--- src/rtl/mux_scan_ctrl.sv ---
`timescale 1ns/1ps
// mux_scan_ctrl
// Upstream scan controller for a 4:1 mux. It walks the select lines through
// channels 0..3 and holds each channel for DWELL cycles so the mux output can
// settle. It captures Y at the end of each dwell and publishes the four bits
// as one word with a single-cycle valid strobe.
//
// Optional feature macro: AUTO_RESCAN_EN
//   defined   - DONE goes straight back to SCAN, so scanning is continuous
//               after the first start and only rst stops it.
//   undefined - DONE returns to IDLE, and every scan needs a new start.
//
// Channel index is {S0,S1}: S0 is the select MSB and S1 is the LSB.
// DWELL legal range is 1..255.

module mux_scan_ctrl #(
  parameter int DWELL = 4
) (
  input  logic       clk,
  input  logic       rst,
  input  logic       start,
  input  logic       y_in,
  output logic       S0,
  output logic       S1,
  output logic [3:0] sample,
  output logic       valid,
  output logic       busy
);

  // The counter only needs to reach DWELL-1, because it clears on the capture edge.
  localparam int            CW       = $clog2(DWELL + 1);
  localparam logic [CW-1:0] CNT_LAST = CW'(DWELL - 1);

  localparam logic [1:0] ST_IDLE = 2'd0;
  localparam logic [1:0] ST_SCAN = 2'd1;
  localparam logic [1:0] ST_DONE = 2'd2;

  logic [1:0]    r_state;
  logic [CW-1:0] r_cnt;
  logic [1:0]    r_ch;
  logic [2:0]    r_shadow;
  logic [3:0]    r_sample;
  logic          r_valid;

  logic w_scanning;
  logic w_capture;
  logic w_lastCh;

  assign w_scanning = (r_state == ST_SCAN);
  assign w_capture  = w_scanning && (r_cnt == CNT_LAST);
  assign w_lastCh   = (r_ch == 2'd3);

  // Sequence through IDLE -> SCAN -> DONE.
  // Each channel is held for DWELL cycles. r_ch is kept at zero outside SCAN,
  // so the select outputs read 00 in IDLE and DONE.
  always_ff @(posedge clk or posedge rst) begin
    if (rst) begin
      r_state <= ST_IDLE;
      r_cnt   <= '0;
      r_ch    <= 2'd0;
    end else begin
      case (r_state)
        ST_IDLE: begin
          if (start) begin
            r_state <= ST_SCAN;
            r_cnt   <= '0;
            r_ch    <= 2'd0;
          end
        end
        ST_SCAN: begin
          if (w_capture) begin
            r_cnt <= '0;
            if (w_lastCh) begin
              r_ch    <= 2'd0;
              r_state <= ST_DONE;
            end else begin
              r_ch <= r_ch + 2'd1;
            end
          end else begin
            r_cnt <= r_cnt + 1'b1;
          end
        end
        ST_DONE: begin
`ifdef AUTO_RESCAN_EN
          r_state <= ST_SCAN;
          r_cnt   <= '0;
          r_ch    <= 2'd0;
`else
          r_state <= ST_IDLE;
`endif
        end
        default: begin
          r_state <= ST_IDLE;
          r_cnt   <= '0;
          r_ch    <= 2'd0;
        end
      endcase
    end
  end

  // Capture Y into the shadow register for channels 0..2.
  // On the channel 3 capture, publish the whole word and raise valid for one cycle.
  // The published word is updated only at the end of a complete scan, so a
  // partial scan never disturbs it.
  always_ff @(posedge clk or posedge rst) begin
    if (rst) begin
      r_shadow <= 3'b000;
      r_sample <= 4'b0000;
      r_valid  <= 1'b0;
    end else begin
      r_valid <= 1'b0;
      if (w_capture) begin
        case (r_ch)
          2'd0: r_shadow[0] <= y_in;
          2'd1: r_shadow[1] <= y_in;
          2'd2: r_shadow[2] <= y_in;
          default: begin
            r_sample <= {y_in, r_shadow};
            r_valid  <= 1'b1;
          end
        endcase
      end
    end
  end

  // Select lines come straight from the channel register.
  // They therefore change only on a capture edge or a state change.
  assign S0     = r_ch[1];
  assign S1     = r_ch[0];
  assign sample = r_sample;
  assign valid  = r_valid;
  assign busy   = (r_state != ST_IDLE);

endmodule

--- config.mk ---
export PLATFORM = sky130hd
export DESIGN_NAME = mux_scan_ctrl
export DESIGN_NICKNAME = d
export VERILOG_FILES = /design/src/rtl/mux_scan_ctrl.sv
export SDC_FILE = /design/constraint.sdc
export NUM_CORES = 1
export LEC_CHECK = 0
export CAP_MARGIN = 20
export CORE_MARGIN = 2
export CORE_UTILIZATION = 50
export DETAILED_ROUTE_END_ITERATION = 10
export PLACE_DENSITY_LB_ADDON = 0.25
export SYNTH_ARGS = -nofsm -noshare
export SYNTH_HDL_FRONTEND = slang
export SYNTH_SLANG_ARGS = --single-unit
--- constraint.sdc ---
create_clock -name clk -period 1.95 [get_ports clk]
set_clock_uncertainty 0.15 [all_clocks]
set_input_delay 0.4875 -clock clk [delete_from_list [all_inputs] [get_ports clk]]
set_output_delay 0.4875 -clock clk [all_outputs]
set_load 0.03 [all_outputs]
Word level (Yosys, flattened, before mapping) --
Index checks and enable logic that the tools add are counted.
Word-level totals: input bits 4, register bits after elaboration 15, output and inout port bits 8
Cells by class: mux-type cells 13, $add $sub $neg 2, equality and inequality tests 9, reduce and logical (&&, ||, !) cells 12, bitwise operators 2
Operator list (number):
- $mux W2 | 6
- $reduce_and A2 Y1 | 5
- $pmux W3 S3 | 1
- $eq A2 B2 Y1 const B | 3
- $mux W3 | 2
- $pmux W2 S3 | 1
- $reduce_and A3 Y1 | 2
- $eq A2 B1 Y1 const B | 2
- $logic_not A2 Y1 | 2
- $ne A2 B1 Y1 const B | 2
- $pmux W2 S2 | 1
- $add A3 B1 Y3 const B | 1
- $eq A3 B2 Y1 const B | 1
- $reduce_or A3 Y1 | 1
- $add A2 B1 Y2 const B | 1
- $mux W1 | 2
- $ne A2 B2 Y1 const B | 1
- $not A1 Y1 | 2
- $reduce_bool A2 Y1 | 1
- $logic_and A1 B1 Y1 | 1

Logic depth before layout (Yosys ltp) --
depth after elaboration 4, gate-level depth with buffers 4

Worst setup path after synthesis --
Ideal clock, no wire load.
kind register to register, start point register r_ch[0], end point register r_shadow[0], arrival 1257 ps, stages on the path, launching flop included 5, buffers on the path 0, library setup time 127 ps, setup slack 416 ps, cell sequence dfrtp_1 inv_1 ha_1 nand2_1 mux2_1
Between the ends: longest elaborated chain between the ends 2
Ends and longest elaborated chain:
- from (decl) | line 40 | logic [1:0] r_ch;
- from (signal assigned) | line 77 | r_ch <= r_ch + 2'd1;
- $logic_not A2 Y1 | line 113 | case (r_ch)
- $reduce_and A2 Y1 (no source line)
- to (signal assigned) | line 114 | 2'd0: r_shadow[0] <= y_in;
- to (decl) | line 41 | logic [2:0] r_shadow;
Every way passes these cells. A chain may end at the register's enable or synchronous reset.

Worst setup path in the final report --
start point register r_ch[1], end point output S0
RTL lines:
- to (decl) | line 23 | output logic S0,
No word-level cell between the ends.

==> flow_summary.json <==
{
  "drive_gt1_share_pct": 20.8,
  "tightest_slew_ns": 0.362,
  "rsz0062_at_grt": "no",
  "setup_violations": 0,
  "grt_pass1_wl_mm": 2.19,
  "drtPass1Iterations": 4,
  "instances_no_fill": 92,
  "num-nets-final": 88,
  "crit_path_end_kind": "output port",
  "max_freq_mhz": 551,
  "synth-edff-count": 0,
  "async_reset_ff_share_pct": 100,
  "fin_setup_tns_ns": 0,
  "die_x_um": 42.4,
  "die_area_um2": 1800,
  "synth_top_area_share_pct": 50.8,
  "crit_required_ns": 1.31,
  "path_cells": "dlygate4sd2_1",
  "clockBufferDepth": 2,
  "p_seq_share_pct": 36.3,
  "syn_inst": 59,
  "sw_frac_of_total_pct": 40.1,
  "cts_root_buffer": "clkbuf_4",
  "grt-ovfl-total": 0,
  "path_delay_family": "flip-flops",
  "rows": 13,
  "period_minus_slack_ns": 1.82,
  "drtIter0Drc": 4,
  "ys.flop_type": "dfrtp_1",
  "cap_violations": 0,
  "cp-start-kind": "flop",
  "p_switching_uw": 571,
  "dp.cells": 88,
  "grt_max_degree": 16,
  "cts_hold_buffers": 0,
  "dr_total_vias": 484,
  "cpPeakStageDelay_ns": 0.46,
  "hpwl_um": 912,
  "clk_latency_ns": 0.29,
  "crit_arrival_ns": 1.18,
  "synth_most_common_cell": "dfrtp_1",
  "setup_ws_ns": 0.134,
  "synthToLayoutAreaGrowth_pct": 23.4,
  "dp_slack_ns": 0.0844,
  "ys_seq_elements": 15,
  "p_clk_share_pct": 12.3,
  "synth_common_cells": "dfrtp_1, ha_1, nand2_1, inv_1, mux2_4",
  "cts_tree": "done",
  "htree_num_levels": 1,
  "die_y_um": 42.4,
  "yosysTopAreaCell": "dfrtp_1",
  "min_path_type": "reg -> reg",
  "core_um2": 1330,
  "maxSlewViolCount": 0,
  "yosys.cell_types.count": 23,
  "globalplace.congestion": 0.790,
  "port_buffers": 11,
  "vdd_ir_drop_max_v": 0.000785,
  "fin_crit_sh_pct": 93.1,
  "path_clk_slew_ns": 0.09,
  "p_per_area_nw_per_um2": 1570,
  "post_cts_buffers": 0,
  "comb_power_share_pct": 51.4,
  "ys_warn_count": 0,
  "p_int_uw": 855,
  "cts_buffers": 3,
  "synth_seq_area_share_pct": 50.8,
  "drc": 0,
  "via_per_inst": 5.26,
  "maxSlewHeadroom_pct": 75.8,
  "grt_pass1_vias": 505,
  "grt_usage_pct": 16.5,
  "antenna_cells": 0,
  "avgSynthCellArea_um2": 12.5,
  "avgRoutedWirePerCell_um": 13.0,
  "synth_area_leaders": "dfrtp_1, ha_1, mux2_4",
  "start_util_pct": 55.3,
  "wirelength_mm": 1.19,
  "crit_fanout": 7,
  "ant_nets": 0,
  "cp.buffers_inverters": 1,
  "worst-setup-path-type": "reg -> out",
  "status": "complete, no violations",
  "antenna_found_initial": 0,
  "cp_slowest_cell": "dfrtp_1",
  "pin_count": 12,
  "syn_area_um2": 738,
  "syn-num-nets": 69,
  "power_leakage_nw": 0.506,
  "cts.sinks": 15,
  "finalHoldViolations": 0
}
-- per-stage QoR --
| step | power, mW | area, µm² | hold slack (ns) | utilization (%) |
|---|---|---|---|---|
| after floorplan | 1.06 | 738 | 0.239 | - |
| after global placement | 1.28 | 890 | 0.326 | 66.7 |
| after detailed placement | 1.31 | 890 | 0.331 | 66.7 |
| after CTS | 1.46 | 911 | 0.352 | 68.3 |
| after global routing | 1.56 | 911 | 0.370 | 68.3 |
| final | 1.43 | 911 | 0.346 | 68.3 |
-- layer usage --
metal,track usage [%],vias to the layer above,wire (µm)
met5,0,-,0
met4,3.75,0,11
met3,6.47,2,81
met2,27.4,14,559
met1,20.2,233,540
li1,-,235,-
-- power by group through the flow --
stage                     Clock (mW)  Sequential, mW  Combinational (mW)
after floorplan                    0           0.646               0.411
after global placement             0           0.518               0.763
after detailed placement           0           0.528               0.785
after CTS                      0.184           0.520               0.751
after global routing           0.197           0.536               0.824
final                          0.175           0.518               0.733
-- layout by cell type, fill, tap and decap left out, drive strengths merged --
cell type,count
a21o,1
and2b,1
a311oi,1
clkbuf,4
o2bb2ai,1
o22ai,2
buf,4
clkdlybuf4s50,3
dlymetal6s2s,2
nand2,7
inv,4
dlygate4sd2,5
o21a,1
mux2i,2
clkinv,1
and4bb,1
nor2,3
ha,6
and2,1
or2b,1
nor2b,1
or2,1
dfrtp,15
nor3,1
mux2,7
nand2b,1
-- state kept, by name, indices dropped and copies added (netlist names) --
| name | cells |
|---|---|
| sample | 4 |
| r_cnt | 3 |
| r_shadow | 3 |
| r_ch | 2 |
| r_state | 2 |
| valid | 1 |
-- cell type report --
class | instances | area [µm²]
tap | 15 | 18.8
inverter | 4 | 15.0
fill | 109 | 423
multi-input combinational | 39 | 340
clock inverter | 1 | 5.00
sequential | 15 | 375
timing repair buffer | 15 | 134
clock buffer | 3 | 22.5
-- cell families (layout without fill, tap and decap cells) --
family	Yosys count	in the layout	share of synthesized area (%)
AND/OR/NAND/NOR	18	18	14.4
flip-flops	15	15	50.8
multiplexers	9	9	15.4
adder cells (fa/ha/maj)	6	6	10.2
AO/OA/AOI/OAI	6	6	6.10
buffers and inverters	5	23	3.05
-- final timing paths --
check | slack, ns | cells after the start | from | endpoint
setup reg to reg | 0.39 | 4 | r_state[1]$_DFFE_PP0P_ | sample[2]$_DFFE_PP0P_
max in group asynchronous | 1.12 | 3 | rst | sample[2]$_DFFE_PP0P_
min in group asynchronous | 0.36 | 3 | rst | r_state[0]$_DFFE_PP0P_
setup / recovery | 0.13 | 1 | r_ch[1]$_DFFE_PP0P_ | S0
hold reg to reg | 0.35 | 1 | r_shadow[0]$_DFFE_PP0P_ | r_shadow[0]$_DFFE_PP0P_
hold / removal | 0.35 | 1 | r_shadow[0]$_DFFE_PP0P_ | r_shadow[0]$_DFFE_PP0P_
-- repair_timing --
| action | 4_1_cts | 5_1_grt |
|---|---|---|
| pin swaps | 0 | 0 |
| resized for setup | 7 | 3 |
| hold endpoints to repair | 0 | 0 |
| setup endpoints to repair | 6 | 3 |
No activity file was read; power rests on OpenSTA's default activity.
